==> src/rtl/tag_lookup_ctrl_if.sv <==
// tag_lookup_ctrl_if
//   Groups the request and response channels of the tag lookup controller.
//   Parameters: AWIDTH (set index width), DWIDTH (tag RAM word width);
//   the tag is DWIDTH-2 bits wide.
//   Request channel : req_valid, req_ready, req_op (0 lookup / 1 update),
//                     req_index, req_tag, req_state (MSI state for updates).
//   Response channel: rsp_valid, rsp_ready, rsp_hit, rsp_state, rsp_tag.
//   Modports: master = requester side, slave = controller side.
interface tag_lookup_ctrl_if #(
    parameter int AWIDTH = 3,
    parameter int DWIDTH = 11
) ();
    localparam int TWIDTH = DWIDTH - 2;

    logic              req_valid;
    logic              req_ready;
    logic              req_op;
    logic [AWIDTH-1:0] req_index;
    logic [TWIDTH-1:0] req_tag;
    logic [1:0]        req_state;

    logic              rsp_valid;
    logic              rsp_ready;
    logic              rsp_hit;
    logic [1:0]        rsp_state;
    logic [TWIDTH-1:0] rsp_tag;

    modport master (
        output req_valid, req_op, req_index, req_tag, req_state, rsp_ready,
        input  req_ready, rsp_valid, rsp_hit, rsp_state, rsp_tag
    );

    modport slave (
        input  req_valid, req_op, req_index, req_tag, req_state, rsp_ready,
        output req_ready, rsp_valid, rsp_hit, rsp_state, rsp_tag
    );
endinterface

==> src/rtl/tag_lookup_ctrl.sv <==
// tag_lookup_ctrl
//   Single-outstanding-request controller for a synchronous-read tag RAM.
//   A lookup reads the set and compares the stored tag/state against the
//   request; an update writes {state, tag} into the set. Entry format is
//   {state[1:0], tag}, states 00=I, 01=S, 10=M, 11=reserved (never hits).
//   Ports:
//     clock, rst_n : clock (posedge) and asynchronous active-low reset
//     bus          : tag_lookup_ctrl_if.slave request/response channels
//     ram_addr     : tag RAM address (always the registered request index)
//     ram_din      : tag RAM write data {req_state, req_tag}
//     ram_we       : tag RAM write enable, high only in the write cycle
//     ram_dout     : tag RAM read data, valid the cycle after the address
//   Optional feature (macro TAG_STATS_EN):
//     stats_clr    : synchronous clear of both counters (has priority)
//     hit_cnt      : saturating count of lookups that hit
//     miss_cnt     : saturating count of lookups that missed
module tag_lookup_ctrl #(
    parameter int AWIDTH = 3,
    parameter int DWIDTH = 11
) (
    input  logic              clock,
    input  logic              rst_n,
    tag_lookup_ctrl_if.slave  bus,
    output logic [AWIDTH-1:0] ram_addr,
    output logic [DWIDTH-1:0] ram_din,
    output logic              ram_we,
    input  logic [DWIDTH-1:0] ram_dout
`ifdef TAG_STATS_EN
    ,
    input  logic              stats_clr,
    output logic [15:0]       hit_cnt,
    output logic [15:0]       miss_cnt
`endif
);
    localparam int TWIDTH = DWIDTH - 2;

    typedef enum logic [2:0] {IDLE, RD, CMP, WR, RSP} state_t;

    state_t state;
    state_t next_state;

    logic              req_op_q;
    logic [AWIDTH-1:0] req_index_q;
    logic [TWIDTH-1:0] req_tag_q;
    logic [1:0]        req_state_q;

    logic              rsp_hit_q;
    logic [1:0]        rsp_state_q;
    logic [TWIDTH-1:0] rsp_tag_q;

    logic              accept;
    logic [1:0]        dout_state;
    logic [TWIDTH-1:0] dout_tag;
    logic              dout_hit;

    assign accept     = bus.req_valid && bus.req_ready;
    assign dout_state = ram_dout[DWIDTH-1 -: 2];
    assign dout_tag   = ram_dout[TWIDTH-1:0];
    // Only S and M are valid states; I and the reserved encoding never hit.
    assign dout_hit   = ((dout_state == 2'b01) || (dout_state == 2'b10)) &&
                        (dout_tag == req_tag_q);

    assign ram_addr      = req_index_q;
    assign ram_din       = {req_state_q, req_tag_q};
    assign bus.rsp_hit   = rsp_hit_q;
    assign bus.rsp_state = rsp_state_q;
    assign bus.rsp_tag   = rsp_tag_q;

    always_ff @(posedge clock or negedge rst_n) begin
        if (!rst_n) begin
            state <= IDLE;
        end else begin
            state <= next_state;
        end
    end

    // Lookup: IDLE->RD->CMP->RSP (RAM read latency covered by RD).
    // Update: IDLE->WR->RSP. Strobes are decoded from the state alone so an
    // asynchronous reset drops ram_we and rsp_valid without waiting for a clock.
    always_comb begin
        next_state    = state;
        bus.req_ready = 1'b0;
        bus.rsp_valid = 1'b0;
        ram_we        = 1'b0;
        unique case (state)
            IDLE: begin
                bus.req_ready = 1'b1;
                if (bus.req_valid) begin
                    next_state = bus.req_op ? WR : RD;
                end
            end
            RD:  next_state = CMP;
            CMP: next_state = RSP;
            WR: begin
                ram_we     = req_op_q;
                next_state = RSP;
            end
            RSP: begin
                bus.rsp_valid = 1'b1;
                if (bus.rsp_ready) begin
                    next_state = IDLE;
                end
            end
            default: next_state = IDLE;
        endcase
    end

    // Request fields are captured on acceptance and held for the whole
    // transaction; response fields are loaded in CMP or WR and then held
    // stable throughout RSP.
    always_ff @(posedge clock or negedge rst_n) begin
        if (!rst_n) begin
            req_op_q    <= 1'b0;
            req_index_q <= '0;
            req_tag_q   <= '0;
            req_state_q <= 2'b00;
            rsp_hit_q   <= 1'b0;
            rsp_state_q <= 2'b00;
            rsp_tag_q   <= '0;
        end else begin
            if (accept) begin
                req_op_q    <= bus.req_op;
                req_index_q <= bus.req_index;
                req_tag_q   <= bus.req_tag;
                req_state_q <= bus.req_state;
            end
            if (state == CMP) begin
                rsp_hit_q   <= dout_hit;
                rsp_state_q <= dout_state;
                rsp_tag_q   <= dout_tag;
            end else if (state == WR) begin
                rsp_hit_q   <= 1'b0;
                rsp_state_q <= req_state_q;
                rsp_tag_q   <= req_tag_q;
            end
        end
    end

`ifdef TAG_STATS_EN
    logic [15:0] hit_cnt_q;
    logic [15:0] miss_cnt_q;

    // Every compare cycle counts as exactly one hit or one miss; reserved
    // entries count as misses. Counters stick at all-ones.
    always_ff @(posedge clock or negedge rst_n) begin
        if (!rst_n) begin
            hit_cnt_q  <= 16'h0000;
            miss_cnt_q <= 16'h0000;
        end else if (stats_clr) begin
            hit_cnt_q  <= 16'h0000;
            miss_cnt_q <= 16'h0000;
        end else if (state == CMP) begin
            if (dout_hit) begin
                if (hit_cnt_q != 16'hFFFF) begin
                    hit_cnt_q <= hit_cnt_q + 16'h0001;
                end
            end else begin
                if (miss_cnt_q != 16'hFFFF) begin
                    miss_cnt_q <= miss_cnt_q + 16'h0001;
                end
            end
        end
    end

    assign hit_cnt  = hit_cnt_q;
    assign miss_cnt = miss_cnt_q;
`endif
endmodule

==> src/flat_wrapper.sv <==
// flat-port wrapper written by rule: the top's interface ports become plain ports
module tag_lookup_ctrl_flat 
#(
    parameter int AWIDTH = 3,
    parameter int DWIDTH = 11
)
  (clock, rst_n, ram_addr, ram_din, ram_we, ram_dout, bus_req_valid, bus_req_op, bus_req_index, bus_req_tag, bus_req_state, bus_rsp_ready, bus_req_ready, bus_rsp_valid, bus_rsp_hit, bus_rsp_state, bus_rsp_tag);
  tag_lookup_ctrl_if #(.AWIDTH(AWIDTH), .DWIDTH(DWIDTH)) bus_i ();
  input  logic clock;
  input  logic rst_n;
  output logic [AWIDTH-1:0] ram_addr;
  output logic [DWIDTH-1:0] ram_din;
  output logic ram_we;
  input  logic [DWIDTH-1:0] ram_dout;
  input wire logic [$bits(bus_i.req_valid)-1:0] bus_req_valid;
  input wire logic [$bits(bus_i.req_op)-1:0] bus_req_op;
  input wire logic [$bits(bus_i.req_index)-1:0] bus_req_index;
  input wire logic [$bits(bus_i.req_tag)-1:0] bus_req_tag;
  input wire logic [$bits(bus_i.req_state)-1:0] bus_req_state;
  input wire logic [$bits(bus_i.rsp_ready)-1:0] bus_rsp_ready;
  output wire logic [$bits(bus_i.req_ready)-1:0] bus_req_ready;
  output wire logic [$bits(bus_i.rsp_valid)-1:0] bus_rsp_valid;
  output wire logic [$bits(bus_i.rsp_hit)-1:0] bus_rsp_hit;
  output wire logic [$bits(bus_i.rsp_state)-1:0] bus_rsp_state;
  output wire logic [$bits(bus_i.rsp_tag)-1:0] bus_rsp_tag;
  assign bus_i.req_valid = bus_req_valid;
  assign bus_i.req_op = bus_req_op;
  assign bus_i.req_index = bus_req_index;
  assign bus_i.req_tag = bus_req_tag;
  assign bus_i.req_state = bus_req_state;
  assign bus_i.rsp_ready = bus_rsp_ready;
  assign bus_req_ready = bus_i.req_ready;
  assign bus_rsp_valid = bus_i.rsp_valid;
  assign bus_rsp_hit = bus_i.rsp_hit;
  assign bus_rsp_state = bus_i.rsp_state;
  assign bus_rsp_tag = bus_i.rsp_tag;
  tag_lookup_ctrl #(.AWIDTH(AWIDTH), .DWIDTH(DWIDTH)) u_core (.clock(clock), .rst_n(rst_n), .bus(bus_i), .ram_addr(ram_addr), .ram_din(ram_din), .ram_we(ram_we), .ram_dout(ram_dout));
endmodule
==> config.mk <==
export PLATFORM = sky130hd
export DESIGN_NAME = tag_lookup_ctrl_flat
export DESIGN_NICKNAME = d
export VERILOG_FILES = /design/src/rtl/tag_lookup_ctrl_if.sv /design/src/rtl/tag_lookup_ctrl.sv /design/src/flat_wrapper.sv
export SDC_FILE = /design/constraint.sdc
export NUM_CORES = 1
export LEC_CHECK = 0
export CAP_MARGIN = 15
export CORE_MARGIN = 3
export CORE_UTILIZATION = 61
export CTS_CLUSTER_DIAMETER = 60
export DETAILED_ROUTE_END_ITERATION = 6
export DONT_BUFFER_PORTS = 1
export GPL_TIMING_DRIVEN = 0
export PLACE_DENSITY = 0.75
export SETUP_SLACK_MARGIN = 0.5
export SLEW_MARGIN = 20
export SYNTH_ARGS = -nofsm -noshare
export SYNTH_HDL_FRONTEND = slang
export SYNTH_SLANG_ARGS = --single-unit
==> constraint.sdc <==
create_clock -name clock -period 2.3 [get_ports clock]
set_clock_uncertainty 0.2 [all_clocks]
set_input_delay 0.23 -clock clock [delete_from_list [all_inputs] [get_ports clock]]
set_output_delay 0.23 -clock clock [all_outputs]
set_load 0.005 [all_outputs]
==> summary.txt, run 1 <==
Timing
  – Max-slew violation count: 0
  – Slew margin rel.: 70.1%
  – Setup_tns: 0 ps
  – Endpoints failing hold: 0
  – Peak Freq: 0.565 GHz
  – Setup-failing EPs final: 0
  – Post-layout min period: 1770 ps
  – RSZ-0062 raised after global routing: yes
  – Period utilization: 77.0%
  – Worst Tran Pin Value: between 400 and 500 ps

Layout
  – Design area: roughly 0.0019 mm²
  – Nets: 181
  – Area of the multi-input gates: 634 µm²
  – Sequential cell area: between 700 and 800 µm²
  – Most common cell after layout, fill and taps aside: dlygate4sd3_1
  – Layout overhead on the synthesized area: 36.2%
  – Share of cells above drive strength 1: 28.9%
  – Commonest non-fill, non-tap cells in the layout: 27 x dlygate4sd3_1, 24 x dfrtp_1, 14 x nand2_1
  – Filler cells: between 70 and 80
  – Ant diodes: 0

CTS
  – CTS tree: yes
  – Worst-path clk slew: about 100 ps
  – Clock Path Buffers: 2
  – Total clock sinks: 30
  – Clock latency on the worst-skew pair: 330 ps
  – CTS root buffer: clkbuf_4
  – H-tree levels: 2
  – CTS buffer count: 5

Floorplanning
  – Row count: 16
  – Die height: about 54 µm
  – Die Span X: 54.1 µm
  – Die area: about 0.0029 mm²
  – Initial core utilization: 67.7%
  – Io pins: approximately 60
  – Core area: 0.00208 mm²

Power and ir drop
  – Leakage: 0.860 nW
  – PwrDens: 1250 mW/mm²
  – Maximum vdd ir drop: 0.910 mV

Place
  – Final Wtd Congestion: 0.779
  – HPWL Detailed: just over 2000 µm
  – Post-DP Area: ~0.0014 mm²
  – # port buffers: 0

GRT
  – Largest net degree at the start of global routing: 31
  – First-pass GRT wire length: 5330 µm
  – Total track usage: between 20% and 30%
  – Gr ovfl total: 0
  – Vias in the first global route: 1140
  – Initial antenna violation count: 0

Synthesis
  – Cell count after synthesis: around 110
  – Post-Syn Nets: 141
  – Cell taking the most area after synthesis: dfrtp_1
  – Largest cells by area after synthesis: dfrtp_1 53%, mux2_4 9.6%, mux2i_1 7.8%
  – Syn_area_per_cell: between 10 and 15 µm²
  – Yosys top cell area share: 53.3%
  – Sequential-to-total area share from yosys stat: 53.3%
  – Synth unique cells: 24
  – Yosys reg bits: 30
  – Netlist Area Pre-Place: between 0.001 and 0.0015 mm²
  – YS warnings: 0

Route
  – Routed length per instance: 21.1 µm
  – First drt pass iteration count: 4
  – Residual DRC count: 0
  – Detail Route Antenna Nets: 0
  – Vias per Instance: 5.87
  – Post-Route WL: 3790 µm
  – First-iteration detailed-routing DRC count: 18
  – Routed vias: 1051

Worst setup path
  – Crit path kind: reg2reg
  – Critical Path RT: ~2300 ps
  – Critical Path AT: 1780 ps
  – Crit. End Element: flip-flop
  – Worst setup SP type: flip-flop
  – CP Max Fanout: 8

Job
  – Max Cap Viol: 0

Status
  – Status: finished clean

Worst hold path
  – Worst hold path type: in2reg
worst paths after layout:
check                                       from                    end  slack, ps  depth (start not counted)
setup / recovery                 u_core.state[1]  u_core.req_state_q[0]        530                          5
hold / removal                     bus_req_valid    u_core.req_tag_q[2]        140                          3
setup reg to reg                 u_core.state[1]  u_core.req_state_q[0]        530                          5
hold reg to reg            u_core.bus.rsp_tag[5]  u_core.bus.rsp_tag[5]        320                          2
max in group asynchronous                  rst_n    u_core.req_tag_q[8]       1550                          2
min in group asynchronous                  rst_n    u_core.req_tag_q[4]        170                          2
Yosys cell counts:
library cell	instances
a21oi_1	1
and2_4	1
buf_12	1
buf_2	2
buf_6	1
buf_8	1
clkbuf_1	1
dfrtp_1	30
inv_1	1
mux2_2	6
mux2_4	9
mux2i_1	11
nand2_1	14
nand2b_1	1
nand3_1	1
nand4_1	2
nor2_1	2
nor3_1	1
nor3_4	1
nor3b_1	1
o21ai_0	12
o31ai_1	1
xnor2_1	9
xor2_1	1
metrics by stage:
stage | cells | hold WS (ps) | setup WS [ps] | total power, W | util [%]
global placement | 138 | -265 | 546 | 0.00181 | 69.3
finish | 179 | 143 | 529 | 0.00240 | 92.2
CTS | 177 | 120 | 513 | 0.00226 | 88.1
detailed placement | 138 | -265 | 540 | 0.00185 | 69.3
floorplan | 111 | -266 | 624 | 0.00167 | -
global route | 179 | 136 | 488 | 0.00253 | 92.2
what timing repair did:
action                                  in CTS  in global routing
hold buffers                                31                  1
setup buffers                                0                  1
gates resized for setup                      4                 16
gates cloned                                 0                  1
endpoints found under the hold margin       59                  1
pin swaps                                    0                  7
endpoints found under the setup margin       1                 12
kinds of logic after synthesis:
logic type,count (synthesis),synth area share (%)
AOI/OAI and AO/OA,14,5.15
xor gates and xnor gates,10,6.22
buffers and inverters,7,4.53
DFF,30,53.3
muxes,26,22.2
and+or+nand+nor,24,8.61
sequential cells by signal, summed over array words and instances (netlist names):
register,flops
u_core.ram_addr,3
u_core.bus.rsp_tag,9
u_core.bus.rsp_hit,1
u_core.bus.rsp_state,2
u_core.state,3
u_core.req_state_q,2
u_core.req_tag_q,9
u_core.req_op_q,1
report_power, final:
group	switching, W	total, W	internal, W	leakage (nW)
Sequential	0.000296	0.00109	0.000793	0.358
Combinational	0.000422	0.000990	0.000568	0.467
Clock	0.000178	0.000326	0.000148	0.0353
Total	0.000896	0.00240	0.00151	0.860
metal layers:
metal | GRT usage [%] | share of wire (%) | vias to the layer above | wire [µm]
li1 | - | - | 466 | -
met1 | 28.8 | 37 | 513 | 1410
met2 | 46.8 | 52 | 63 | 1970
met3 | 8.59 | 8.5 | 9 | 322
met4 | 13.3 | 2.3 | 0 | 86
met5 | 0 | 0 | - | 0
cell type report:
type                       instances  area share, %
inverter                           1          0.196
buffer                             6           3.59
clock inverter                     1          0.261
multi-input combinational         74           33.1
sequential                        30           39.5
tap                               27           1.76
clock buffer                       7           2.87
timing repair buffer              33           18.8
critical path: stages, from the launching register on:
cell,delay (ps)
dfrtp_2,480
nor3_4,230
and2_4,170
buf_8,130
clkbuf_16,150
mux2_4,290
No activity file was read; power rests on OpenSTA's default activity.
==> inputs of run 2 (changes only) <==
Clock period 2.3 ns to 1.9 ns, I/O delays scaled along.
==> summary.txt, run 2 (synthesis results as in run 1) <==
Status
  – Status: finished clean

Route
  – Routed length per instance: 24.7 µm (+17%)
  – Detail Route Antenna Nets: 0 (unchanged)
  – First-iteration detailed-routing DRC count: 27 (+9)
  – Routed vias: 1155 (+9.9%)
  – Residual DRC count: 0 (unchanged)
  – Post-Route WL: 4630 µm (+22%)
  – First drt pass iteration count: 4 (unchanged)
  – Vias per Instance: 6.18 (+5.2%)

Worst hold path
  – Hold Crit Start: bus_req_valid
  – Hold Path Sink: u_core.state[0]
  – Hold Path Cell Cnt: 3 (unchanged)
  – Worst hold path type: in2reg

GRT
  – Initial antenna violation count: 0 (unchanged)
  – Vias in the first global route: 1260 (+11%)
  – First-pass GRT wire length: 6640 µm (+25%)
  – Largest net degree at the start of global routing: 31 (unchanged)
  – Total track usage: 34.7% (+8.0 points)
  – Gr ovfl total: 0 (unchanged)

Timing
  – Setup_tns: 0 ps (unchanged)
  – RSZ-0062 raised after global routing: yes
  – Post-layout min period: 1760 ps (-11.0 ps)
  – Hold_ws: 110 ps (-33.7 ps)
  – Period utilization: 92.6% (+16 points)
  – Slew margin rel.: 83.5% (+13 points)
  – Peak Freq: 0.568 GHz (+0.62%)
  – Setup-failing EPs final: 0 (unchanged)
  – Worst Tran Pin Value: 244 ps (-204 ps)
  – Max-slew violation count: 0 (unchanged)
  – Endpoints failing hold: 0 (unchanged)

Layout
  – Design area: 0.00201 mm² (+4.6%)
  – Nets: 190 (+5.0%)
  – Share of cells above drive strength 1: 31.3% (+2.3 points)
  – Commonest non-fill, non-tap cells in the layout: 29 x dlygate4sd3_1, 28 x dfrtp_1, 15 x mux2_4
  – Core Util, Final: 96.5% (+4.3 points)
  – Filler cells: 41 (-44%)
  – Sequential cell area: 753 µm² (-0.66%)
  – Layout overhead on the synthesized area: 42.5%
  – Area of the multi-input gates: 642 µm² (+1.2%)
  – Most common cell after layout, fill and taps aside: dlygate4sd3_1
  – Ant diodes: 0 (unchanged)

Worst setup path
  – Worst path top cell family by delay: buffers and inverters
  – Reg2reg path depth: 6 (+1)
  – Crit-path cells: buf_6 > nor3_4 > and2_4 > buf_8 > clkbuf_16 > mux2_4
  – CP bufs+invs: 3 (+1)
  – Worst setup SP type: flip-flop
  – RR Endpoint: u_core.req_op_q
  – Crit. End Element: flip-flop
  – Worst reg2reg setup slack: 140 ps (-390 ps)
  – Critical Path RT: 1910 ps (-400 ps)
  – Critical Path AT: 1770 ps (about the same)
  – CP max stage delay: 390 ps (-90 ps)
  – Reg2reg start: u_core.state[0]
  – CP Max Fanout: 6 (-2)
  – Crit path kind: reg2reg
  – Worst path slowest cell: dfrtp_1

Power and ir drop
  – Final Power: 0.00319 W (+33%)
  – Maximum vdd ir drop: 1.38 mV (+51%)
  – Leakage: 0.889 nW (+3.3%)
  – PwrDens: 1590 mW/mm² (+27%)

Floorplanning
  – Row count: 16 (unchanged)
  – Core area: 0.00208 mm² (unchanged)
  – Io pins: 59 (unchanged)
  – Die area: 0.00292 mm² (unchanged)
  – Die Span X: 54.1 µm (unchanged)
  – Die height: 54.1 µm (unchanged)
  – Initial core utilization: 67.7% (unchanged)

CTS
  – CTS buffer count: 5 (unchanged)
  – Total clock sinks: 30 (unchanged)
  – CTS root buffer: clkbuf_4
  – Worst-path clk slew: 90 ps (about the same)
  – Clock latency on the worst-skew pair: 320 ps (about the same)
  – CTS tree: yes
  – H-tree levels: 2 (unchanged)
  – Clock Path Buffers: 2 (unchanged)

Job
  – Max Cap Viol: 0 (unchanged)

Place
  – HPWL Detailed: 2090 µm (+2.6%)
  – # port buffers: 0 (unchanged)
  – Final Wtd Congestion: 0.769 (-1.3%)
  – Post-DP Area: 0.00144 mm² (unchanged)
[run 2: cell type report]
cell class	count	area share, %
buffer	6	4.05
multi-input combinational	74	32.0
sequential	30	37.5
inverter	1	0.187
tap	27	1.68
clock buffer	7	2.24
timing repair buffer	42	22.4
[run 2: worst max-delay path by stage]
stage | startpoint | to | slack [ps] | cells past startpoint
3_3_place_gp | u_core.state[1] | u_core.ram_addr[0] | 180 | 5
2_1_floorplan | u_core.state[1] | u_core.ram_addr[0] | 260 | 5
6_report | u_core.state[0] | u_core.req_op_q | 140 | 6
4_1_cts | u_core.state[2] | ram_we | 150 | 3
5_1_grt | u_core.state[2] | u_core.req_op_q | 110 | 5
3_5_place_dp | u_core.state[1] | u_core.req_tag_q[7] | 140 | 5
[run 2: worst min-delay path: cells and delay by family]
| kind | cells | cell delay, ps |
|---|---|---|
| buffers and inverters | 2 | 280 |
| AND/OR/NAND/NOR | 1 | 120 |
[run 2: what timing repair did]
action,in CTS,in global routing
setup buffers,11,0
hold buffers,30,0
pin swaps,2,0
setup endpoints to repair,32,32
resized for setup,21,14
cloned,0,1
endpoints found under the hold margin,59,0
[run 2: power by group]
group,internal [W],switching (W),total (W)
logic,0.000885,0.000641,0.00153
clock network,0.000139,0.000209,0.000348
registers,0.000950,0.000367,0.00132
[run 2: through the flow]
step                      setup slack (ps)  std cells
after floorplan                        264        111
after global placement                 178        138
after detailed placement               145        138
after CTS                              153        186
after global routing                   108        187
final                                  140        187
[run 2: per-layer routing]
metal  vias up  track usage (%)  wire length (µm)
met5         -                0                 0
met1       577             38.2              1680
li1        479                -                 -
met4         0             17.4               238
met3        23             10.8               371
met2        76             59.9              2340
==> inputs of run 3 (changes only) <==
Settings changed: CTS_CLUSTER_SIZE set to 10.
==> results of run 3 <==
No change in the layout: final DEF, timing and power equal those of run 2.
